[config.mk]
export PLATFORM = sky130hd
export DESIGN_NAME = fp16_divider
export DESIGN_NICKNAME = d
export VERILOG_FILES = /design/src/rtl/fp16_pkg.sv /design/src/rtl/fp16_mant_div_iter.sv /design/src/rtl/fp16_divider.sv
export SDC_FILE = /design/constraint.sdc
export NUM_CORES = 1
export LEC_CHECK = 0
export CAP_MARGIN = 5
export CORE_ASPECT_RATIO = 0.8
export CORE_MARGIN = 4
export CORE_UTILIZATION = 60
export DETAILED_ROUTE_END_ITERATION = 6
export GPL_ROUTABILITY_DRIVEN = 0
export MAX_ROUTING_LAYER = met4
export PLACE_DENSITY = 0.84
export SLEW_MARGIN = 40
export SYNTH_ARGS = -nofsm -noshare
export SYNTH_HDL_FRONTEND = slang
export SYNTH_SLANG_ARGS = --single-unit
[constraint.sdc]
create_clock -name clk -period 8.28 [get_ports clk]
set_clock_uncertainty 0.1 [all_clocks]
set_input_delay 0.828 -clock clk [delete_from_list [all_inputs] [get_ports clk]]
set_output_delay 0.828 -clock clk [all_outputs]
set_load 0.02 [all_outputs]
[src/rtl/fp16_pkg.sv]
// Shared FP16 field definitions, constants, operand classes and divider FSM states.
package fp16_pkg;

  localparam int unsigned FP_W      = 16;
  localparam int unsigned EXP_W     = 5;
  localparam int unsigned FRAC_W    = 10;
  localparam int unsigned MANT_W    = FRAC_W + 1;
  localparam int unsigned EXP_BIAS  = 15;
  localparam int unsigned E_W       = 7;
  localparam int unsigned Q_W       = 14;
  localparam int unsigned DIV_ITERS = 14;
  localparam int unsigned CNT_W     = 4;

  localparam logic [FP_W-1:0] QNAN    = 16'h7E00;
  localparam logic [FP_W-2:0] INF_MAG = 15'h7C00;

  typedef enum logic [1:0] {ZERO, NORMAL, INF, NAN} fp_class_e;

  typedef enum logic [1:0] {S_IDLE, S_DIV, S_ROUND, S_OUT} state_e;

  // Subnormal inputs collapse to ZERO (denormals-are-zero).
  function automatic fp_class_e classify(input logic [FP_W-1:0] x);
    logic [EXP_W-1:0]  e;
    logic [FRAC_W-1:0] f;
    e = x[FP_W-2 -: EXP_W];
    f = x[FRAC_W-1:0];
    if (e == '0) return ZERO;
    if (e == '1) return (f == '0) ? INF : NAN;
    return NORMAL;
  endfunction

endpackage

[src/rtl/fp16_mant_div_iter.sv]
// Radix-2 restoring mantissa divider: one quotient bit per cycle, 14 bits MSB-first.
module fp16_mant_div_iter
  import fp16_pkg::*;
(
  input  logic              clk,
  input  logic              rst_n,
  input  logic              start,
  input  logic [MANT_W-1:0] dividend,
  input  logic [MANT_W-1:0] divisor,
  output logic              busy,
  output logic              done,
  output logic [Q_W-1:0]    q,
  output logic              rem_nz
);

  logic [MANT_W:0]   rem;
  logic [MANT_W-1:0] dvs;
  logic [CNT_W-1:0]  cnt;
  logic              ge_c;
  logic [MANT_W-1:0] diff_c;

  // After a restoring step the remainder is below the divisor, so it fits MANT_W bits.
  assign ge_c   = (rem >= {1'b0, dvs});
  assign diff_c = ge_c ? MANT_W'(rem - {1'b0, dvs}) : rem[MANT_W-1:0];

  // done flags the cycle whose closing edge retires the final quotient bit.
  always_ff @(posedge clk) begin
    if (!rst_n) begin
      rem    <= '0;
      dvs    <= '0;
      cnt    <= '0;
      busy   <= 1'b0;
      done   <= 1'b0;
      q      <= '0;
      rem_nz <= 1'b0;
    end else if (start) begin
      rem    <= {1'b0, dividend};
      dvs    <= divisor;
      cnt    <= '0;
      busy   <= 1'b1;
      done   <= 1'b0;
      q      <= '0;
      rem_nz <= 1'b0;
    end else if (busy) begin
      rem    <= {diff_c, 1'b0};
      q      <= {q[Q_W-2:0], ge_c};
      rem_nz <= |diff_c;
      cnt    <= cnt + CNT_W'(1);
      done   <= (cnt == CNT_W'(DIV_ITERS - 2));
      if (cnt == CNT_W'(DIV_ITERS - 1)) busy <= 1'b0;
    end
  end

endmodule

[src/rtl/fp16_divider.sv]
// Iterative FP16 divider a / b: handshake FSM, special-case handling and RNE round/pack.
module fp16_divider
  import fp16_pkg::*;
(
  input  logic            clk,
  input  logic            rst_n,
  input  logic            in_valid,
  output logic            in_ready,
  input  logic [FP_W-1:0] a,
  input  logic [FP_W-1:0] b,
  output logic            out_valid,
  input  logic            out_ready,
  output logic [FP_W-1:0] out,
  output logic            div_by_zero
);

  state_e                 state;
  fp_class_e              cls_a;
  fp_class_e              cls_b;
  logic                   sign_q;
  logic signed [E_W-1:0]  exp_q;

  logic                   start_c;
  logic signed [E_W-1:0]  exp_in_c;
  logic                   div_busy;
  logic                   div_done;
  logic [Q_W-1:0]         div_q;
  logic                   div_rem_nz;

  logic [FRAC_W-1:0]      frac_c;
  logic                   g_c;
  logic                   s_c;
  logic [FRAC_W:0]        frac_rnd_c;
  logic signed [E_W-1:0]  e_norm_c;
  logic signed [E_W-1:0]  e_fin_c;
  logic [FP_W-1:0]        res_c;
  logic                   dbz_c;

  assign start_c  = (state == S_IDLE) && in_valid;
  assign exp_in_c = E_W'({2'b00, a[FP_W-2 -: EXP_W]}) - E_W'({2'b00, b[FP_W-2 -: EXP_W]})
                  + E_W'(EXP_BIAS);

  fp16_mant_div_iter u_mant_div (
    .clk      (clk),
    .rst_n    (rst_n),
    .start    (start_c),
    .dividend ({1'b1, a[FRAC_W-1:0]}),
    .divisor  ({1'b1, b[FRAC_W-1:0]}),
    .busy     (div_busy),
    .done     (div_done),
    .q        (div_q),
    .rem_nz   (div_rem_nz)
  );

  // Normalize, round to nearest even, then apply the special-class overrides.
  always_comb begin
    frac_c   = '0;
    g_c      = 1'b0;
    s_c      = 1'b0;
    e_norm_c = exp_q;
    if (div_q[Q_W-1]) begin
      frac_c = div_q[Q_W-2:3];
      g_c    = div_q[2];
      s_c    = (|div_q[1:0]) | div_rem_nz;
    end else begin
      frac_c   = div_q[Q_W-3:2];
      g_c      = div_q[1];
      s_c      = div_q[0] | div_rem_nz;
      e_norm_c = exp_q - E_W'(1);
    end
    // Hidden bit is always set, so a carry out of the fraction means mantissa overflow.
    frac_rnd_c = {1'b0, frac_c} + (FRAC_W + 1)'(g_c & (s_c | frac_c[0]));
    e_fin_c    = frac_rnd_c[FRAC_W] ? (e_norm_c + E_W'(1)) : e_norm_c;

    dbz_c = 1'b0;
    if (cls_a == NAN || cls_b == NAN || (cls_a == ZERO && cls_b == ZERO) ||
        (cls_a == INF && cls_b == INF)) begin
      res_c = QNAN;
    end else if (cls_b == ZERO) begin
      res_c = {sign_q, INF_MAG};
      dbz_c = 1'b1;
    end else if (cls_a == INF) begin
      res_c = {sign_q, INF_MAG};
    end else if (cls_a == ZERO || cls_b == INF) begin
      res_c = {sign_q, (FP_W-1)'(0)};
    end else if (e_fin_c >= E_W'(31)) begin
      res_c = {sign_q, INF_MAG};
    end else if (e_fin_c <= E_W'(0)) begin
      res_c = {sign_q, (FP_W-1)'(0)};
    end else begin
      res_c = {sign_q, e_fin_c[EXP_W-1:0], frac_rnd_c[FRAC_W-1:0]};
    end
  end

  // Handshake FSM with registered in_ready/out_valid.
  always_ff @(posedge clk) begin
    if (!rst_n) begin
      state       <= S_IDLE;
      in_ready    <= 1'b1;
      out_valid   <= 1'b0;
      out         <= '0;
      div_by_zero <= 1'b0;
      cls_a       <= ZERO;
      cls_b       <= ZERO;
      sign_q      <= 1'b0;
      exp_q       <= '0;
    end else begin
      case (state)
        S_IDLE: begin
          if (in_valid) begin
            cls_a    <= classify(a);
            cls_b    <= classify(b);
            sign_q   <= a[FP_W-1] ^ b[FP_W-1];
            exp_q    <= exp_in_c;
            in_ready <= 1'b0;
            state    <= S_DIV;
          end
        end
        S_DIV: begin
          if (div_done || !div_busy) state <= S_ROUND;
        end
        S_ROUND: begin
          out         <= res_c;
          div_by_zero <= dbz_c;
          out_valid   <= 1'b1;
          state       <= S_OUT;
        end
        S_OUT: begin
          if (out_ready) begin
            out_valid <= 1'b0;
            in_ready  <= 1'b1;
            state     <= S_IDLE;
          end
        end
        default: state <= S_IDLE;
      endcase
    end
  end

endmodule

Yosys cells after proc, flatten, opt, wreduce, memory -nomap -nowiden
Index checks and enable logic that the tools add are counted.
Operators by class
  divide/modulo/power cells: 0
  eq/ne operators: 14
  shift-type cells: 0
  reduce and logical (&&, ||, !) cells: 26
  multiplexer cells: 56
  bitwise logic cells: 6
  $add $sub $neg: 7
  $mul: 0
  $lt $le $gt $ge: 3
Operator list (number)
  15-bit two-way mux: 5
  11-bit two-way mux: 3
  1-bit two-way mux: 30
  2-bit two-way mux: 11
  10-bit logical NOT: 2
  16-bit two-way mux: 1
  7-bit two-way mux: 2
  2-bit equality test (second input constant): 6
  12-bit by 11-bit greater-or-equal comparator with 1-bit output: 1
  10-bit by 1-bit adder with 11-bit output: 1
  11-bit OR reduction: 1
  11-bit subtractor: 1
  5-bit equality test (second input constant): 2
  5-bit logical NOT: 2
  10-bit two-way mux: 1
  4-bit equality test (second input constant): 2
  2-bit one-hot mux with 4 select lines: 1
  6-bit by 5-bit adder with 7-bit output (second input constant): 1
  7-bit by 2-bit adder with 7-bit output (second input constant): 1
  7-bit by 6-bit greater-or-equal comparator with 1-bit output (second input constant): 1
  7-bit by 1-bit <= comparator with 1-bit output (second input constant): 1
  7-bit by 2-bit subtractor with 7-bit output (second input constant): 1
  2-bit logical NOT: 3
  2-bit != test (second input constant): 3
  other kinds (15): 29
Storage, ports and cells
  RAM bits: 0
  bits in read-only memories: 0
  memories kept: 0
  latch bits: 0
  register bits: 77
  logic and storage cells: 129

Depth between registers and ports, before layout
Gate-level depths: netlist of the first run.
  depth after elaboration: 14
  gate-level depth with buffers: 15
  mapped depth without buffers: 12

Modules after synthesis
Synthesis of the first run repeated with hierarchy kept, for this count alone.
Second synthesis, totals
  cells, all modules: 604
  area, all modules: 5041.1 µm²
By module, submodules not included
  fp16_divider: cells each 322, times used 1, area each 2582.5 µm²
  fp16_mant_div_iter: cells each 282, times used 1, area each 2458.6 µm²

Worst setup path before layout of the first run
No wires, ideal clock.
  path kind: register -> register
  start point: register u_mant_div.q[13]
  end point: register out[0]
  data required time: 8061 ps
  buffers on the path: 4
  cell stages (with the launch flop): 16
  data arrival time: 3395 ps
  setup slack: 4666 ps
  path through: dfxtp_1 > buf_4 > buf_2 > buf_1 > clkbuf_1 > nand2_1 > a21boi_0 > ha_1 > nand2_1 > or4b_4 > nor4b_2 > o2bb2ai_1 > a211o_1 > a21boi_2 > nand4_4 > o21ai_1
On the way
  longest elaborated chain between the ends: 12
  elaborated cells between the ends (all ways): 17
  classes of those cells: add/sub (2); order compare (2); mux (11); bitwise (2)
RTL lines
  start, declared: RTL line fp16_mant_div_iter.sv:12  | output logic [Q_W-1:0] q,
  start signal, assigned: RTL line fp16_mant_div_iter.sv:46  | q <= {q[Q_W-2:0], ge_c};
  1-bit two-way mux or 10-bit two-way mux (tied branches): RTL line fp16_divider.sv:61  | if (div_q[Q_W-1]) begin
  1-bit bitwise OR: RTL line fp16_divider.sv:72  | frac_rnd_c = {1'b0, frac_c} + (FRAC_W + 1)'(g_c & (s_c | frac_c[0]));
  1-bit AND: RTL line fp16_divider.sv:72
  10-bit by 1-bit adder with 11-bit output: RTL line fp16_divider.sv:72
  7-bit two-way mux: RTL line fp16_divider.sv:73  | e_fin_c = frac_rnd_c[FRAC_W] ? (e_norm_c + E_W'(1)) : e_norm_c;
  7-bit by 1-bit <= comparator with 1-bit output: RTL line fp16_divider.sv:88  | end else if (e_fin_c <= E_W'(0)) begin
  15-bit two-way mux: RTL line fp16_divider.sv:88
  15-bit two-way mux *: RTL line fp16_divider.sv:86  | end else if (e_fin_c >= E_W'(31)) begin
  15-bit two-way mux *: RTL line fp16_divider.sv:84  | end else if (cls_a == ZERO || cls_b == INF) begin
  15-bit two-way mux *: RTL line fp16_divider.sv:82  | end else if (cls_a == INF) begin
  15-bit two-way mux *: RTL line fp16_divider.sv:79  | end else if (cls_b == ZERO) begin
  16-bit two-way mux *: RTL line fp16_divider.sv:76  | if (cls_a == NAN || cls_b == NAN || (cls_a == ZERO && cls_b == ZERO) ||
  end signal, assigned: RTL line fp16_divider.sv:123  | out <= res_c;
  end, declared: RTL line fp16_divider.sv:13  | output logic [FP_W-1:0] out,
Every way passes the cells marked *; elsewhere a longest branch is shown, timed or not.
A chain may end at the register's enable or synchronous reset.

Worst setup path in the final report of the first run
  start point: register u_mant_div.q[13]
  end point: register out[2]
Same word-level chain as after synthesis.

==> summary.md, run 1 <==
| Metric | Value |
|---|---|
| Drt drc | `0` |
| Root Buffer | `clkbuf_8` |
| Initial core utilization | `62.0%` |
| Full die area | `9820 sq um` |
| Predominant post-synthesis flop cell | `dfxtp_1` |
| Cell Area, Synth | `4970 sq um` |
| Worst skew pair latency | `0.36 ns` |
| Post-synthesis sequential area ratio | `31.0%` |
| Pin count of the biggest net entering global routing | `50` |
| Outcome | `finished clean` |
| Synth top area share | `31.0%` |
| Critical path class | `flop to flop` |
| Max Slew Vio Count | `0` |
| Vias in the first global route | `4309` |
| Ant diodes | `0` |
| CTS Sinks | `77` |
| First-pass GRT wire length | `20200 um` |
| Clock buffer depth | `2` |
| Drt pass-1 iters | `5` |
| Critical path endpoint category | `flop` |
| Initial drt markers | `319` |
| Tcrit/Tclk final | `41.8%` |
| EDFF count, synth | `0` |
| Pwr dens | `305 nW/um^2` |
| Setup crit start kind | `flop` |
| Max Cap Viol | `0` |
| Endpoints failing hold | `0` |
| Global routing met3 resource utilization | `5.42%` |
| Area delta synth->final | `15.1%` |
| Syn_nets | `683` |
| VDD IR-drop max | `0.000181 V` |
| Top-count cell post-synth | `dfxtp_1` |
| M1 GR Usage | `33.9%` |
| Critical path fanouts, max | `36` |
| CTS tree | `done` |
| Met2 Use GR | `42.6%` |
| Setup violations, final | `0` |
| Synth Area per Inst | `8.05 sq um` |
| Post-DRT Antenna Nets | `0` |
| Post-cts resize count | `0` |
| Share of flip-flops with an asynchronous set or reset | `0%` |
| Cells taking the most area after synthesis | `dfxtp_1, ha_1, nand2_1` |
| Hold-fix buffer count after cts | `0` |
| CP Data Arrival Time | `3.65 ns` |
| Yosys top cell by area | `dfxtp_1` |
| Die span in y | `89.4 um` |
| Wirelength, routed | `12000 um` |
| Num rows | `29` |
| Worst-Margin Slew | `0.739 ns` |
| Most frequent cells after synthesis | `dfxtp_1, nand2_1, nor2_1, inv_1, a21oi_1` |
| Final nets | `722` |
| Drt wl/cell | `15.6 um` |
| Maximum clock rate | `289 MHz` |
| Seq cells post-synth | `77` |
| Gr usage total | `26.6%` |
| IO Pins | `55` |
| Critical path data required time | `8.47 ns` |
| Worst hold path type | `flop to flop` |
| Gr busiest metal | `met2` |
| Number of distinct library cells after synthesis | `59` |
| Vias/cell | `5.93` |
| Port Buf Inserts | `54` |
| Layout cell share with drive strength beyond 1 | `4.98%` |
| Setup TNS | `0 ns` |
| Initial antenna violation count | `0` |
| Synth Instances | `618` |
| Core Footprint | `8020 sq um` |
| Via count | `4568` |
| Synth Warn # | `0` |
| Worst Slack Setup Final | `4.82 ns` |
| Place WS | `4.83 ns` |
| Setup Buffers After CTS | `0` |
| TritonCTS Buffers | `9` |
| Congestion Overflow GR | `0` |
| DP Wirelength | `9020 um` |
| Die Wd | `110 um` |
| Htree depth | `3` |
| Leakage | `2.21 nW` |
| Slew HR | `50.6%` |
| Worst-path clk slew | `0.08 ns` |
| Unrepaired setup endpoints after global routing | `false` |
| Fin crit period | `3.46 ns` |
cell families (layout without fill, tap and decap cells):
| kind of cell | Yosys count | in the layout | share of synthesized area, % |
|---|---|---|---|
| AO/OA/AOI/OAI | 146 | 146 | 19.7 |
| XOR/XNOR | 36 | 36 | 6.34 |
| adder cells (fa/ha/maj) | 29 | 29 | 7.60 |
| buffers and inverters | 63 | 107 | 4.95 |
| flip-flops | 77 | 77 | 31.0 |
| multiplexers | 30 | 30 | 6.09 |
| AND/OR/NAND/NOR | 237 | 237 | 24.3 |
registers in the layout, summed over array words and instances, names as in the netlist, 2 cells and up:
name            flops
u_mant_div.q       14
cls_a               2
exp_q               7
u_mant_div.rem     12
cls_b               2
u_mant_div.cnt      4
out                16
u_mant_div.dvs     11
state               2
critical path, stage by stage (launching register included):
cell and delay (ns):
dfxtp_1 0.31, buf_4 0.34, nand2_1 0.12, a21boi_0 0.19
ha_1 0.21, nand2_1 0.14, nor4b_4 0.55, nand2_1 0.27
nor4_1 0.29, a211o_1 0.22, a21boi_2 0.25, nand4_4 0.19
o21ai_1 0.20
where the power goes:
group,total [mW],internal [mW],switching (mW),leakage (nW)
sequential,0.518,0.443,0.0745,0.628
combinational,0.975,0.410,0.565,1.49
clock,0.254,0.108,0.146,0.0860
total,1.75,0.962,0.785,2.21
area by class of cell:
| type | count | area, sq um |
|---|---|---|
| Clock buffer | 10 | 128 |
| Clock inverter | 6 | 40.0 |
| Fill cell | 668 | 2290 |
| Inverter | 33 | 124 |
| Multi-Input combinational cell | 478 | 3190 |
| Sequential cell | 77 | 1540 |
| Tap cell | 108 | 135 |
| Timing Repair Buffer | 58 | 571 |
through the flow:
| stage | util [%] | hold slack (ns) | area [sq um] | cells | power (mW) |
|---|---|---|---|---|---|
| global placement | 69.3 | 0.337 | 5560 | 754 | 1.43 |
| global route | 71.4 | 0.371 | 5730 | 770 | 1.88 |
| finish | 71.4 | 0.352 | 5730 | 770 | 1.75 |
| CTS | 71.4 | 0.352 | 5730 | 770 | 1.74 |
| detailed placement | 69.3 | 0.341 | 5560 | 754 | 1.48 |
| floorplan | - | 0.336 | 4970 | 618 | 1.26 |
worst paths after layout:
| path | slack (ns) | depth (start not counted) | startpoint | endpoint |
|---|---|---|---|---|
| worst max-delay path | 4.82 | 12 | u_mant_div.q[13]$_SDFFE_PP0P_ | out[2]$_SDFFE_PN0P_ |
| worst min-delay path | 0.35 | 2 | out[6]$_SDFFE_PN0P_ | out[6]$_SDFFE_PN0P_ |
| worst min register to register | 0.35 | 2 | out[6]$_SDFFE_PN0P_ | out[6]$_SDFFE_PN0P_ |
| worst max register to register | 4.82 | 12 | u_mant_div.q[13]$_SDFFE_PP0P_ | out[2]$_SDFFE_PN0P_ |
cells in the final DEF (no fill, tap or decap), types with 18 or more instances in the layout:
cell type	n
nand2_1	75
dfxtp_1	77
clkdlybuf4s50_1	54
o21ai_0	23
a21boi_0	18
xnor2_1	19
ha_1	27
inv_1	33
mux2i_1	28
nor2_1	52
a21oi_1	30
nand3_1	21
metal layers:
| metal | wire length [um] | vias up |
|---|---|---|
| met3 | 781 | 24 |
| met5 | 0 | - |
| met1 | 5490 | 2155 |
| met2 | 5560 | 129 |
| met4 | 188 | 0 |
| li1 | - | 2260 |
(Power assumes the default switching activity.)
==> run 2, diff against run 1 <==
- CORE_UTILIZATION: 60 -> 52
- PLACE_DENSITY: 0.84 -> 0.77
- clock period: 8.28 -> 3 ns (I/O delays scaled with it)
==> run 2 against run 1 <==
Net effect:
- maximum frequency increased by 19%
- first-iteration DRC count increased by 13%
- sequential share of layout area decreased by 1.7 points
==> summary.md, run 2 (synthesis results as in run 1) <==
| Metric | Value |
|---|---|
| CTS Sinks | `77 (unchanged)` |
| CP Data Arrival Time | `3.04 ns (-0.61 ns)` |
| Leakage | `2.42 nW (+9.5%)` |
| Critical path endpoint category | `flop` |
| Drt pass-1 iters | `5 (unchanged)` |
| Core Footprint | `9190 sq um (+15%)` |
| Commonest non-fill, non-tap cells in the layout | `dfxtp_1, nand2_1, clkdlybuf4s50_1, nor2_1, inv_1` |
| Ant diodes | `0 (unchanged)` |
| Htree depth | `3 (unchanged)` |
| First-pass GRT wire length | `20600 um (+1.9%)` |
| Outcome | `finished clean` |
| CTS tree | `done` |
| Critical path fanouts, max | `10 (-72%)` |
| Worst skew pair latency | `0.33 ns (-0.03 ns)` |
| IO Pins | `55 (unchanged)` |
| Tcrit/Tclk final | `97.4% (+56 points)` |
| Clock buffer depth | `2 (unchanged)` |
| Initial drt markers | `359 (+13%)` |
| Routed length on met1 | `5990 um (+9.1%)` |
| Top Metal Used | `met4` |
| Num rows | `31 (+6.9%)` |
| Pwr dens | `915 nW/um^2 (+200%)` |
| Setup violations, final | `0 (unchanged)` |
| Max Cap Viol | `0 (unchanged)` |
| Gr usage total | `23.1% (-3.5 points)` |
| VDD IR-drop max | `0.000485 V (+170%)` |
| Congestion Overflow GR | `0 (unchanged)` |
| Area delta synth->final | `22.8%` |
| Max FFs per register | `16 (unchanged)` |
| Total Power | `5.59 mW (+220%)` |
| Met2 wire length | `5680 um (+2.2%)` |
| Largest register by flop count | `out` |
| Full die area | `11200 sq um (+14%)` |
| Endpoints failing hold | `0 (unchanged)` |
| Drt wl/cell | `15.9 um (+1.5%)` |
| Post-DRT Antenna Nets | `0 (unchanged)` |
| Via count | `4641 (+1.6%)` |
| Critical path data required time | `3.12 ns (-5.35 ns)` |
| Most common library cell in the layout ignoring fill and taps | `dfxtp_1` |
| Hold-fix buffer count after cts | `0 (unchanged)` |
| Wirelength, routed | `12600 um (+4.8%)` |
| Worst-path clk slew | `0.06 ns (-0.02 ns)` |
| Final nets | `740 (+2.5%)` |
| Initial core utilization | `54.1% (-7.9 points)` |
| Initial antenna violation count | `0 (unchanged)` |
| Setup TNS | `0 ns (unchanged)` |
| Pin count of the biggest net entering global routing | `36 (-28%)` |
| Die Wd | `117 um (+6.9%)` |
| Root Buffer | `clkbuf_16` |
| Finished Cell Area | `6110 sq um (+6.6%)` |
| Critical path class | `flop to flop` |
| Setup crit start kind | `flop` |
| DP Area | `5730 sq um (+3.0%)` |
| WL met3 | `731 um (-6.4%)` |
| Port Buf Inserts | `54 (unchanged)` |
| Drt drc | `0 (unchanged)` |
| Worst hold path type | `flop to flop` |
| Layout cell share with drive strength beyond 1 | `9.56% (+4.6 points)` |
| Die span in y | `95.5 um (+6.8%)` |
| Regs by FF count | `out x16, u_mant_div.q x14, u_mant_div.rem x12` |
| TritonCTS Buffers | `9 (unchanged)` |
| Fin crit period | `2.92 ns (-0.542 ns)` |
| Vias in the first global route | `4340 (+0.72%)` |
| Maximum clock rate | `342 MHz (+19%)` |
| Worst-Margin Slew | `0.628 ns (-0.110 ns)` |
| Vias/cell | `5.84 (-1.6%)` |
| Slew HR | `57.8% (+7.2 points)` |
| Max Slew Vio Count | `0 (unchanged)` |
| DP Wirelength | `9350 um (+3.6%)` |
[run 2: what timing repair did]
action | 4_1_cts | 5_1_grt
buffers inserted | 0 | 3
gates resized for setup | 1 | 7
setup endpoints to repair | 8 | 17
pin swaps | 0 | 4
[run 2: worst paths after layout]
check                           cells past startpoint  slack, ns                   to                          start
worst max-delay path                               11       0.08  out[3]$_SDFFE_PN0P_  u_mant_div.q[13]$_SDFFE_PP0P_
worst min-delay path                                2       0.35  out[4]$_SDFFE_PN0P_            out[4]$_SDFFE_PN0P_
worst max register to register                     11       0.08  out[3]$_SDFFE_PN0P_  u_mant_div.q[13]$_SDFFE_PP0P_
worst min register to register                      2       0.35  out[4]$_SDFFE_PN0P_            out[4]$_SDFFE_PN0P_
[run 2: worst max-delay path, cell delays in order (launching register included)]
cell and delay [ns]:
dfxtp_2 0.39, nand2b_1 0.20, a21boi_2 0.19, ha_4 0.18
nand2_4 0.06, or4b_4 0.59, nor4b_2 0.23, o2bb2ai_1 0.12
a211o_1 0.33, a21boi_4 0.16, nand4_4 0.17, o21ai_1 0.09
[run 2: stage by stage]
step / hold WS [ns] / std cells / worst slack (ns) / utilization [%]
final: 0.349 / 795 / 0.0787 / 66.4
after CTS: 0.354 / 792 / 0.0210 / 65.9
after global placement: 0.338 / 776 / 0.143 / 62.3
after detailed placement: 0.346 / 776 / -0.00908 / 62.3
after global routing: 0.374 / 795 / -0.0343 / 66.4
after floorplan: 0.330 / 618 / -0.0503 / -
[run 2: final cells by class]
type / count / area, sq um
clock buffers: 10 / 239
clock inverters: 6 / 86.3
fillers: 775 / 3090
inverters: 33 / 124
multi-input cells: 478 / 3260
flip-flops and latches: 77 / 1540
well taps: 115 / 144
repair buffers: 76 / 709
[run 2: layer usage]
layer | vias up | global-route usage [%]
met5 | - | -
met4 | 0 | 6.74
met3 | 26 | 4.39
met2 | 149 | 36.8
met1 | 2168 | 30.2
li1 | 2298 | -
[run 2: where the power goes]
group          switching (mW)  internal, mW  total, mW
Clock                   0.430         0.749       1.18
Sequential              0.204          1.23       1.43
Combinational            1.67          1.31       2.98
